$ cat config.mk
export PLATFORM = sky130hd
export DESIGN_NAME = spi_master_device
export DESIGN_NICKNAME = d
export VERILOG_FILES = /design/src/rtl/spi_master_device.sv
export SDC_FILE = /design/constraint.sdc
export NUM_CORES = 1
export LEC_CHECK = 0
export BUFFER_PORTS_ARGS = -buffer_cell sky130_fd_sc_hd__buf_4
export CAP_MARGIN = 15
export CORE_MARGIN = 2
export CORE_UTILIZATION = 57
export CTS_CLUSTER_DIAMETER = 200
export DETAILED_ROUTE_END_ITERATION = 7
export HOLD_SLACK_MARGIN = 0.15
export PLACE_DENSITY = 0.92
export SLEW_MARGIN = 20
export SYNTH_ARGS = -nofsm -noshare
export SYNTH_HDL_FRONTEND = slang
export SYNTH_SLANG_ARGS = --single-unit
$ cat constraint.sdc
create_clock -name clk -period 4.82 [get_ports clk]
set_input_delay 0.241 -clock clk [delete_from_list [all_inputs] [get_ports clk]]
set_output_delay 0.241 -clock clk [all_outputs]
set_load 0.01 [all_outputs]
$ cat src/rtl/spi_master_device.sv
// Byte-wide SPI master with register bus access: CONFIG / STATUS / DATA.
// Supports all four SPI modes, a programmable SCK half-period divider,
// automatic or firmware-controlled chip select, and a completion interrupt.
`timescale 1ns/1ps
module spi_master_device #(
  parameter int unsigned CLOCK_DIV_WIDTH = 8
) (
  input  logic        clk,
  input  logic        rst,
  input  logic        bus_sel,
  input  logic        bus_we,
  input  logic [3:0]  bus_addr,
  input  logic [31:0] bus_wdata,
  output logic [31:0] bus_rdata,
  output logic        spi_sck,
  output logic        spi_mosi,
  input  logic        spi_miso,
  output logic        spi_cs,
  output logic        spi_oe,
  output logic        irq
);

  localparam int unsigned DATA_W  = 8;
  localparam int unsigned EDGE_W  = 5;
  localparam int unsigned CFG_TOP = 8 + CLOCK_DIV_WIDTH;
  localparam logic [3:0] ADDR_CONFIG = 4'h0;
  localparam logic [3:0] ADDR_STATUS = 4'h4;
  localparam logic [3:0] ADDR_DATA   = 4'h8;
  localparam logic [EDGE_W-1:0] LAST_EDGE = EDGE_W'(16);

  typedef enum logic [1:0] {
    ST_IDLE,
    ST_SETUP,
    ST_XFER,
    ST_HOLD
  } state_t;

  state_t state_q, state_d;

  logic                       enable_q, cpha_q, cpol_q, cs_manual_q, cs_assert_q, irq_en_q;
  logic                       enable_d, cpha_d, cpol_d, cs_manual_d, cs_assert_d, irq_en_d;
  logic [CLOCK_DIV_WIDTH-1:0] clk_div_q, clk_div_d;
  logic [CLOCK_DIV_WIDTH-1:0] div_cnt_q;
  logic [EDGE_W-1:0]          edge_cnt_q;
  logic [DATA_W-1:0]          tx_shift_q, rx_shift_q, rx_data_q;
  logic                       rx_valid_q, rx_valid_d;
  logic                       sck_q, sck_d, mosi_q, cs_q, cs_d, irq_q;

  logic cfg_wr_c, cfg_upd_c, data_wr_c, data_rd_c, busy_c, start_c, hp_end_c;
  logic toggle_c, done_c, leading_c, trailing_c, sample_c, shift_c;
  logic unused_wdata;

  // Bus strobe decode and half-period tick
  assign cfg_wr_c  = bus_sel & bus_we & (bus_addr == ADDR_CONFIG);
  assign data_wr_c = bus_sel & bus_we & (bus_addr == ADDR_DATA);
  assign data_rd_c = bus_sel & ~bus_we & (bus_addr == ADDR_DATA);
  assign busy_c    = (state_q != ST_IDLE);
  assign cfg_upd_c = cfg_wr_c & ~busy_c;
  assign start_c   = data_wr_c & enable_q & ~busy_c;
  assign hp_end_c  = busy_c & (div_cnt_q == clk_div_q);

  // A toggle away from CPOL is a leading edge; CPHA picks which edge samples
  assign leading_c  = toggle_c & (sck_q == cpol_q);
  assign trailing_c = toggle_c & (sck_q != cpol_q);
  assign sample_c   = cpha_q ? trailing_c : leading_c;
  assign shift_c    = cpha_q ? leading_c  : trailing_c;

  assign unused_wdata = ^bus_wdata[31:CFG_TOP];

  // Next-state, next config and next registered-output values
  always_comb begin
    state_d     = state_q;
    toggle_c    = 1'b0;
    done_c      = 1'b0;
    enable_d    = enable_q;
    cpha_d      = cpha_q;
    cpol_d      = cpol_q;
    cs_manual_d = cs_manual_q;
    cs_assert_d = cs_assert_q;
    irq_en_d    = irq_en_q;
    clk_div_d   = clk_div_q;
    rx_valid_d  = rx_valid_q;
    sck_d       = sck_q;
    cs_d        = 1'b1;

    case (state_q)
      ST_IDLE: begin
        if (start_c) state_d = ST_SETUP;
      end
      ST_SETUP: begin
        if (hp_end_c) begin
          toggle_c = 1'b1;
          state_d  = ST_XFER;
        end
      end
      ST_XFER: begin
        if (hp_end_c) begin
          if (edge_cnt_q == LAST_EDGE) state_d = ST_HOLD;
          else                         toggle_c = 1'b1;
        end
      end
      ST_HOLD: begin
        if (hp_end_c) begin
          state_d = ST_IDLE;
          done_c  = 1'b1;
        end
      end
      default: state_d = ST_IDLE;
    endcase

    if (cfg_upd_c) begin
      enable_d    = bus_wdata[0];
      cpha_d      = bus_wdata[1];
      cpol_d      = bus_wdata[2];
      cs_manual_d = bus_wdata[3];
      irq_en_d    = bus_wdata[5];
      clk_div_d   = bus_wdata[8 +: CLOCK_DIV_WIDTH];
    end
    if (cfg_wr_c) cs_assert_d = bus_wdata[4];

    // Fresh completion data beats a same-cycle DATA read
    if (done_c)         rx_valid_d = 1'b1;
    else if (data_rd_c) rx_valid_d = 1'b0;

    if (!busy_c)       sck_d = cpol_d;
    else if (toggle_c) sck_d = ~sck_q;

    if (!enable_d)       cs_d = 1'b1;
    else if (cs_manual_d) cs_d = ~cs_assert_d;
    else                  cs_d = (state_d == ST_IDLE);
  end

  // State, configuration and status registers
  always_ff @(posedge clk) begin
    if (rst) begin
      state_q     <= ST_IDLE;
      enable_q    <= 1'b0;
      cpha_q      <= 1'b0;
      cpol_q      <= 1'b0;
      cs_manual_q <= 1'b0;
      cs_assert_q <= 1'b0;
      irq_en_q    <= 1'b0;
      clk_div_q   <= '0;
      rx_valid_q  <= 1'b0;
      sck_q       <= 1'b0;
      cs_q        <= 1'b1;
      irq_q       <= 1'b0;
    end else begin
      state_q     <= state_d;
      enable_q    <= enable_d;
      cpha_q      <= cpha_d;
      cpol_q      <= cpol_d;
      cs_manual_q <= cs_manual_d;
      cs_assert_q <= cs_assert_d;
      irq_en_q    <= irq_en_d;
      clk_div_q   <= clk_div_d;
      rx_valid_q  <= rx_valid_d;
      sck_q       <= sck_d;
      cs_q        <= cs_d;
      irq_q       <= rx_valid_d & irq_en_d;
    end
  end

  // Divider, edge counter and TX/RX shift registers
  always_ff @(posedge clk) begin
    if (rst) begin
      div_cnt_q  <= '0;
      edge_cnt_q <= '0;
      tx_shift_q <= '0;
      rx_shift_q <= '0;
      rx_data_q  <= '0;
      mosi_q     <= 1'b0;
    end else begin
      if (!busy_c || hp_end_c) div_cnt_q <= '0;
      else                     div_cnt_q <= div_cnt_q + 1'b1;

      if (start_c)       edge_cnt_q <= '0;
      else if (toggle_c) edge_cnt_q <= edge_cnt_q + 1'b1;

      if (start_c) begin
        if (cpha_q) begin
          tx_shift_q <= bus_wdata[DATA_W-1:0];
        end else begin
          mosi_q     <= bus_wdata[DATA_W-1];
          tx_shift_q <= {bus_wdata[DATA_W-2:0], 1'b0};
        end
      end else if (shift_c) begin
        mosi_q     <= tx_shift_q[DATA_W-1];
        tx_shift_q <= {tx_shift_q[DATA_W-2:0], 1'b0};
      end

      if (start_c)       rx_shift_q <= '0;
      else if (sample_c) rx_shift_q <= {rx_shift_q[DATA_W-2:0], spi_miso};

      if (done_c) rx_data_q <= rx_shift_q;
    end
  end

  // Register read mux, combinational from the address
  always_comb begin
    bus_rdata = '0;
    case (bus_addr)
      ADDR_CONFIG: begin
        bus_rdata[0] = enable_q;
        bus_rdata[1] = cpha_q;
        bus_rdata[2] = cpol_q;
        bus_rdata[3] = cs_manual_q;
        bus_rdata[4] = cs_assert_q;
        bus_rdata[5] = irq_en_q;
        bus_rdata[8 +: CLOCK_DIV_WIDTH] = clk_div_q;
      end
      ADDR_STATUS: begin
        bus_rdata[0] = busy_c;
        bus_rdata[1] = rx_valid_q;
      end
      ADDR_DATA: bus_rdata[DATA_W-1:0] = rx_data_q;
      default:   bus_rdata = '0;
    endcase
  end

  assign spi_sck  = sck_q;
  assign spi_mosi = mosi_q;
  assign spi_cs   = cs_q;
  assign spi_oe   = enable_q;
  assign irq      = irq_q;

endmodule

==> metrics.yaml, run 1 <==
hold_viol: 0
arrival_ps: 3100
grt_max_degree: 39
cts_buffer_depth: 2
rsz0062_at_grt: "no"
clock_sinks: 58
fin_skew_ps: 12.5
place_congestion: 0.813
drv_cap: 0
setup_ws_ps: 1990
rr_worst_depth: 6
grt_pass1_wl_mm: 11.9
drtIter0Drc: 273
die_y_um: 77.0
min_path_cells: 3
hold_slack_ps: 150
die-area_um2: 5930
fillers: 390
synth_ff_type: "dfxtp_1"
worst_pin_slew_ps: 851
crit_path_start_kind: "register"
crit_type: "reg -> reg"
async_reset_ff_frac: 0
dpl.hpwl_mm: 4.73
period_minus_slack_ps: 2830
yosysWarnings: 0
fmax_mhz: 353
power.density_nw_per_um2: 274
maxSlewHeadroom: 0.431
p_leak_nw: 1.49
port_buffers: 45
drt_first_pass_iters: 5
setup_viol: 0
post_cts_buffers: 0
cp_max_fo: 21
drcViolationCount: 0
syn_area_per_cell_um2: 9.13
grt_pass1_vias: 2544
grt_antenna_before_repair: 0
clock_latency_ps: 350
root_buffer: "clkbuf_8"
coreArea_um2: 5140
wire_per_inst_um: 16.1
vias: 2651
syn_inst: 333
synth_edf_count: 0
htree_levels: 3
cts_tree: "done"
antenna_cells: 0
rows: 26
yosysTopAreaCell: "dfxtp_1"
pre_cts_slack_ps: 1790
grt_use_total: 0.252
critPathRequiredTime_ps: 5090
clk_pin_slew_worst_paths_ps: 70
synth-seq-cells: 58
netlist.area_leader.share: 0.382
finalPower_mw: 0.973
finalMaxSlewViolations: 0
ys_seq_area_frac: 0.382
synth_area_um2: 3040
die_w_um: 77.0
vdd.ir_drop.worst_uv: 222
area_growth_syn_to_layout_pct: 17.0
tns_ps: 0
wirelength_mm: 7.20
cts_buffers: 9
synthDistinctLibCells: 48
io_pins: 78
worstHoldPathType: "in -> reg"
period_share: 0.587
status: "complete, no violations"
synth_top_cells_by_area: "dfxtp_1 38%, mux2i_1 7.6%, nor2_1 4.8%"
drive_gt1_frac: 0.196
initial_core_util: 0.591
antenna_left: 0
postLayoutCoreUtil: 0.692
globalRoute.totalOverflow: 0
crit_path_end_kind: "register"
nets: 423
viasPerCell: 5.92
-- area by class of cell --
type | count | area (um^2) | share of cell area
timing repair buffer | 51 | 395 | 0.111
tap | 70 | 87.6 | 0.0246
multi-input combinational | 244 | 1690 | 0.475
clock buffer | 12 | 145 | 0.0408
inverter | 10 | 37.5 | 0.0106
sequential | 58 | 1160 | 0.327
clock inverter | 3 | 40.0 | 0.0113
-- through the flow --
| step | cells | instance area, um^2 |
|---|---|---|
| 3_5_place_dp | 428 | 3300 |
| 3_3_place_gp | 428 | 3300 |
| 4_1_cts | 448 | 3540 |
| 6_report | 448 | 3560 |
| 2_1_floorplan | 348 | 3100 |
| 5_1_grt | 448 | 3560 |
-- power breakdown --
group          internal [mW]  switching (mW)  leakage, nW  total (mW)
registers              0.480         0.00110        0.467       0.481
logic                 0.0232          0.0298        0.927      0.0530
clock network          0.248           0.190       0.0962       0.438
total                  0.752           0.221         1.49       0.973
-- flip-flops by register name (all words and copies together), names as in the netlist --
register	count
clk_div_q	8
div_cnt_q	8
rx_data_q	8
rx_shift_q	8
tx_shift_q	8
edge_cnt_q	5
state_q	2
cpha_q	1
cpol_q	1
cs_assert_q	1
cs_manual_q	1
irq	1
irq_en_q	1
rx_valid_q	1
spi_cs	1
spi_mosi	1
spi_oe	1
spi_sck	1
-- path summary, 6_finish.rpt --
kind / endpoint / from / slack, ps
worst min register to register: rx_shift_q[7] / rx_shift_q[7] / 470
worst max register to register: edge_cnt_q[2] / state_q[0] / 1990
worst max-delay path: edge_cnt_q[2] / state_q[0] / 1990
worst min-delay path: clk_div_q[6] / bus_wdata[14] / 150
-- worst max-delay path, cell delays in order (launching register included) --
cell and delay (ps):
dfxtp_1 360, inv_1 120, ha_1 350, nor4b_1 450, nand4_1 740, or3_1 590, a21oi_1 140
-- routing by layer --
layer / track usage / vias to the layer above / part of all wire
met5: 0 / - / 0
met4: 0.100 / 0 / 0.027
met3: 0.0847 / 26 / 0.082
met2: 0.412 / 125 / 0.48
met1: 0.307 / 1274 / 0.41
li1: - / 1226 / -
-- what timing repair did --
action	4_1_cts	5_1_grt
endpoints found under the hold margin	5	0
gates resized for setup	0	0
hold buffers	5	0
-- cells in the mapped netlist, types with 3 or more instances --
cell	instances
dfxtp_1	58
nor2_1	39
a21oi_1	23
mux2i_1	23
buf_4	16
nand3_1	15
xor2_1	13
and2_1	12
clkbuf_1	12
inv_1	10
o21ai_0	10
mux2_2	9
ha_1	8
a32oi_1	7
o211ai_1	7
xnor2_1	6
buf_2	5
nand2_1	5
a22o_1	4
and4_1	4
nor3_1	4
and3_1	3
buf_6	3
nand4_1	3
nor2b_1	3
nor4_1	3
-- cell families (layout without fill, tap and decap cells) --
family                     count (synthesis)  in the layout  share of synthesized area
AOI/OAI and AO/OA                         66             66                      0.142
adders and majority gates                  8              8                     0.0329
xor gates and xnor gates                  19             19                     0.0548
DFF                                       58             58                      0.382
buffers and inverters                     46             76                     0.0860
muxes                                     33             33                      0.114
other                                      1             16                    0.00123
and+or+nand+nor                          102            102                      0.187
-- cell usage in the layout (no fill, tap or decap), types with 5 or more instances in the layout --
master / n
o21ai_0: 10
clkbuf_8: 10
mux2i_1: 23
conb_1: 16
mux2_2: 9
dfxtp_1: 58
a21oi_1: 23
and2_1: 12
xnor2_1: 5
nand2_1: 5
inv_1: 10
dlygate4sd3_1: 5
a32oi_1: 7
o211ai_1: 7
buf_4: 46
ha_1: 8
nand3_1: 15
xor2_1: 13
nor2_1: 39
Note: power is estimated with default switching activity, not from simulation.
==> run 2: changes to the inputs <==
--- a/config.mk
+++ b/config.mk
@@ -5,14 +5,15 @@
 export SDC_FILE = /design/constraint.sdc
 export NUM_CORES = 1
 export LEC_CHECK = 0
+export ABC_AREA = 1
 export BUFFER_PORTS_ARGS = -buffer_cell sky130_fd_sc_hd__buf_4
 export CAP_MARGIN = 15
 export CORE_MARGIN = 2
-export CORE_UTILIZATION = 57
+export CORE_UTILIZATION = 53
 export CTS_CLUSTER_DIAMETER = 200
 export DETAILED_ROUTE_END_ITERATION = 7
 export HOLD_SLACK_MARGIN = 0.15
-export PLACE_DENSITY = 0.92
+export PLACE_DENSITY = 0.87
 export SLEW_MARGIN = 20
 export SYNTH_ARGS = -nofsm -noshare
 export SYNTH_HDL_FRONTEND = slang
==> constraint.sdc (replaced) <==
create_clock -name clk -period 2.9 [get_ports clk]
set_input_delay 0.145 -clock clk [delete_from_list [all_inputs] [get_ports clk]]
set_output_delay 0.145 -clock clk [all_outputs]
set_load 0.01 [all_outputs]
==> metrics.yaml, run 2 <==
globalRoute.totalOverflow: 0
p_leak_nw: 1.76
synth_top_cells_by_area: "dfxtp_1 37%, nand2_1 11%, inv_1 7.7%"
p_sw_frac: 0.228
place_congestion: 0.838
port_buffers: 45
grt_max_degree: 27
critPathRequiredTime_ps: 3130
placed_area_um2: 3460
wirelength_mm: 7.42
crit_path_frequent_cell: "inv_2"
startpoint: "state_q[0]"
crit_path_end_kind: "register"
fmax_mhz: 382
syn_inst: 459
drt_first_pass_iters: 5
fillers: 500
cts_buffers: 9
crit_type: "reg -> reg"
viasPerCell: 5.12
antenna_cells: 0
r2r_start: "state_q[0]"
grt_antenna_before_repair: 0
power_frac_comb: 0.073
p_switching_mw: 0.402
io_pins: 78
nets: 566
grt_pass1_wl_mm: 11.9
p_int_mw: 1.36
arrival_ps: 2850
mostFrequentLayoutCells: "96 x nand2_1, 64 x inv_1, 58 x dfxtp_1"
antenna_left: 0
status: "complete, no violations"
final_common_cell: "nand2_1"
synth_ff_type: "dfxtp_1"
period_share: 0.902
netlist.area_leader.share: 0.370
area_growth_syn_to_layout_pct: 21.6
fin_area_um2: 3810
cp_num_cells: 8
seqPwrFrac: 0.457
die-area_um2: 6540
fin_skew_ps: 9.30
die_w_um: 80.9
vdd.ir_drop.worst_uv: 270
cp_max_fo: 12
yosysWarnings: 0
tns_ps: 0
drtIter0Drc: 222
drv_cap: 0
synthDistinctLibCells: 41
yosysTopAreaCell: "dfxtp_1"
cpPeakStageDelay_ps: 560
dpl.hpwl_mm: 5.17
drcViolationCount: 0
maxSlewHeadroom: 0.598
finalMaxSlewViolations: 0
worst_pin_slew_ps: 603
postLayoutCoreUtil: 0.656
clk_pin_slew_worst_paths_ps: 60
root_buffer: "clkbuf_8"
crit_path_top_delay_cell: "nor4_4"
critical-path-top-delay-family: "buffers and inverters"
clock_sinks: 58
cts_tree: "done"
synth-seq-cells: 58
die_y_um: 80.9
cts_resized: 0
worst-path-buf-inv: 4
htree_levels: 3
async_reset_ff_frac: 0
syn_area_per_cell_um2: 6.83
clock_latency_ps: 350
synth_edf_count: 0
hold_viol: 0
reg2reg_slack_ps: 280
p_clk_frac: 0.470
post_cts_buffers: 0
setup_viol: 0
coreArea_um2: 5820
r2r_end: "tx_shift_q[0]"
rows: 28
initial_core_util: 0.539
period_minus_slack_ps: 2620
cts_buffer_depth: 2
grt_pass1_vias: 2787
critPathCapture: "tx_shift_q[0]"
wire_per_inst_um: 12.4
worstHoldPathType: "in -> reg"
crit_path_start_kind: "register"
cp_cell_sequence: "inv_1 -> ha_1 -> inv_2 -> nor4_4 -> inv_2 -> nand3_1 -> a21oi_1 -> dlygate4sd3_1"
rsz0062_at_grt: "no"
yosys.cell_count.top_type: "nand2_1"
grt_use_total: 0.240
power.density_nw_per_um2: 462
drive_gt1_frac: 0.167
synth_area_um2: 3130
vias: 3056
synth.top_cells.by_count: "96 x nand2_1, 64 x inv_1, 58 x dfxtp_1, 55 x nor2_1, 37 x o21ai_0"
ys_seq_area_frac: 0.370
rr_worst_depth: 8
[run 2: changes by cell type in the layout (fill, tap and decap cells not counted), sizes merged, moves of 11 or more]
cell / previous run / this run
mux2i: 23 / 0
inv: 10 / 70
nand2: 5 / 101
nand3: 15 / 26
o21ai: 10 / 43
and2: 12 / 0
xor2: 13 / 1
nor2: 39 / 59
[run 2: worst min-delay path by stage]
stage	cells past startpoint	startpoint	end	slack, ps
floorplan	2	bus_wdata[0]	tx_shift_q[0]	310
global route	3	bus_wdata[5]	irq_en_q	190
global placement	3	spi_miso	rx_shift_q[0]	400
CTS	5	bus_wdata[6]	tx_shift_q[7]	170
finish	5	bus_wdata[6]	tx_shift_q[7]	170
detailed placement	3	spi_miso	rx_shift_q[0]	420
[run 2: timing repair]
item	4_1_cts	5_1_grt
hold endpoints to repair	20	0
hold buffers	13	0
endpoints found under the setup margin	0	0
[run 2: worst min-delay path, delay by kind of cell]
kind,cells,cell delay [ps]
AND/OR/NAND/NOR,2,150
AO/OA/AOI/OAI,1,70
buffers and inverters,2,130
[run 2: per-layer routing]
| metal | global-route usage | up-vias | part of all wire |
|---|---|---|---|
| li1 | - | 1549 | - |
| met1 | 0.257 | 1386 | 0.41 |
| met2 | 0.421 | 98 | 0.50 |
| met3 | 0.0544 | 23 | 0.053 |
| met4 | 0.158 | 0 | 0.032 |
| met5 | 0 | - | 0 |
[run 2: power by group through the flow]
stage	Sequential (mW)	Combinational (mW)	Clock, mW
finish	0.804	0.128	0.828
global placement	0.822	0.110	0
floorplan	0.821	0.0841	0
global route	0.804	0.142	0.884
detailed placement	0.822	0.112	0
CTS	0.804	0.126	0.843
[run 2: final cells by class]
class	count	area, um^2	area share
multi-input combinational	317	1590	0.416
sequential	58	1160	0.305
timing repair buffer	61	490	0.129
tap	75	93.8	0.0246
clock buffer	11	141	0.0371
inverter	70	263	0.0689
clock inverter	5	77.6	0.0203
[run 2: kinds of logic after synthesis]
kind of cell             synth area share
XOR/XNOR                          0.00838
buffers and inverters               0.142
adder cells (fa/ha/maj)            0.0319
AND/OR/NAND/NOR                     0.301
flip-flops                          0.370
AO/OA/AOI/OAI                       0.145
other                             0.00120
[run 2: per-stage QoR]
| step | hold WS, ps | std cells | worst slack, ps | total power [mW] |
|---|---|---|---|---|
| final | 165 | 597 | 284 | 1.76 |
| after global routing | 186 | 597 | 121 | 1.83 |
| after CTS | 167 | 597 | 337 | 1.77 |
| after detailed placement | 417 | 568 | 711 | 0.935 |
| after global placement | 400 | 568 | 792 | 0.932 |
| after floorplan | 310 | 474 | 1110 | 0.905 |
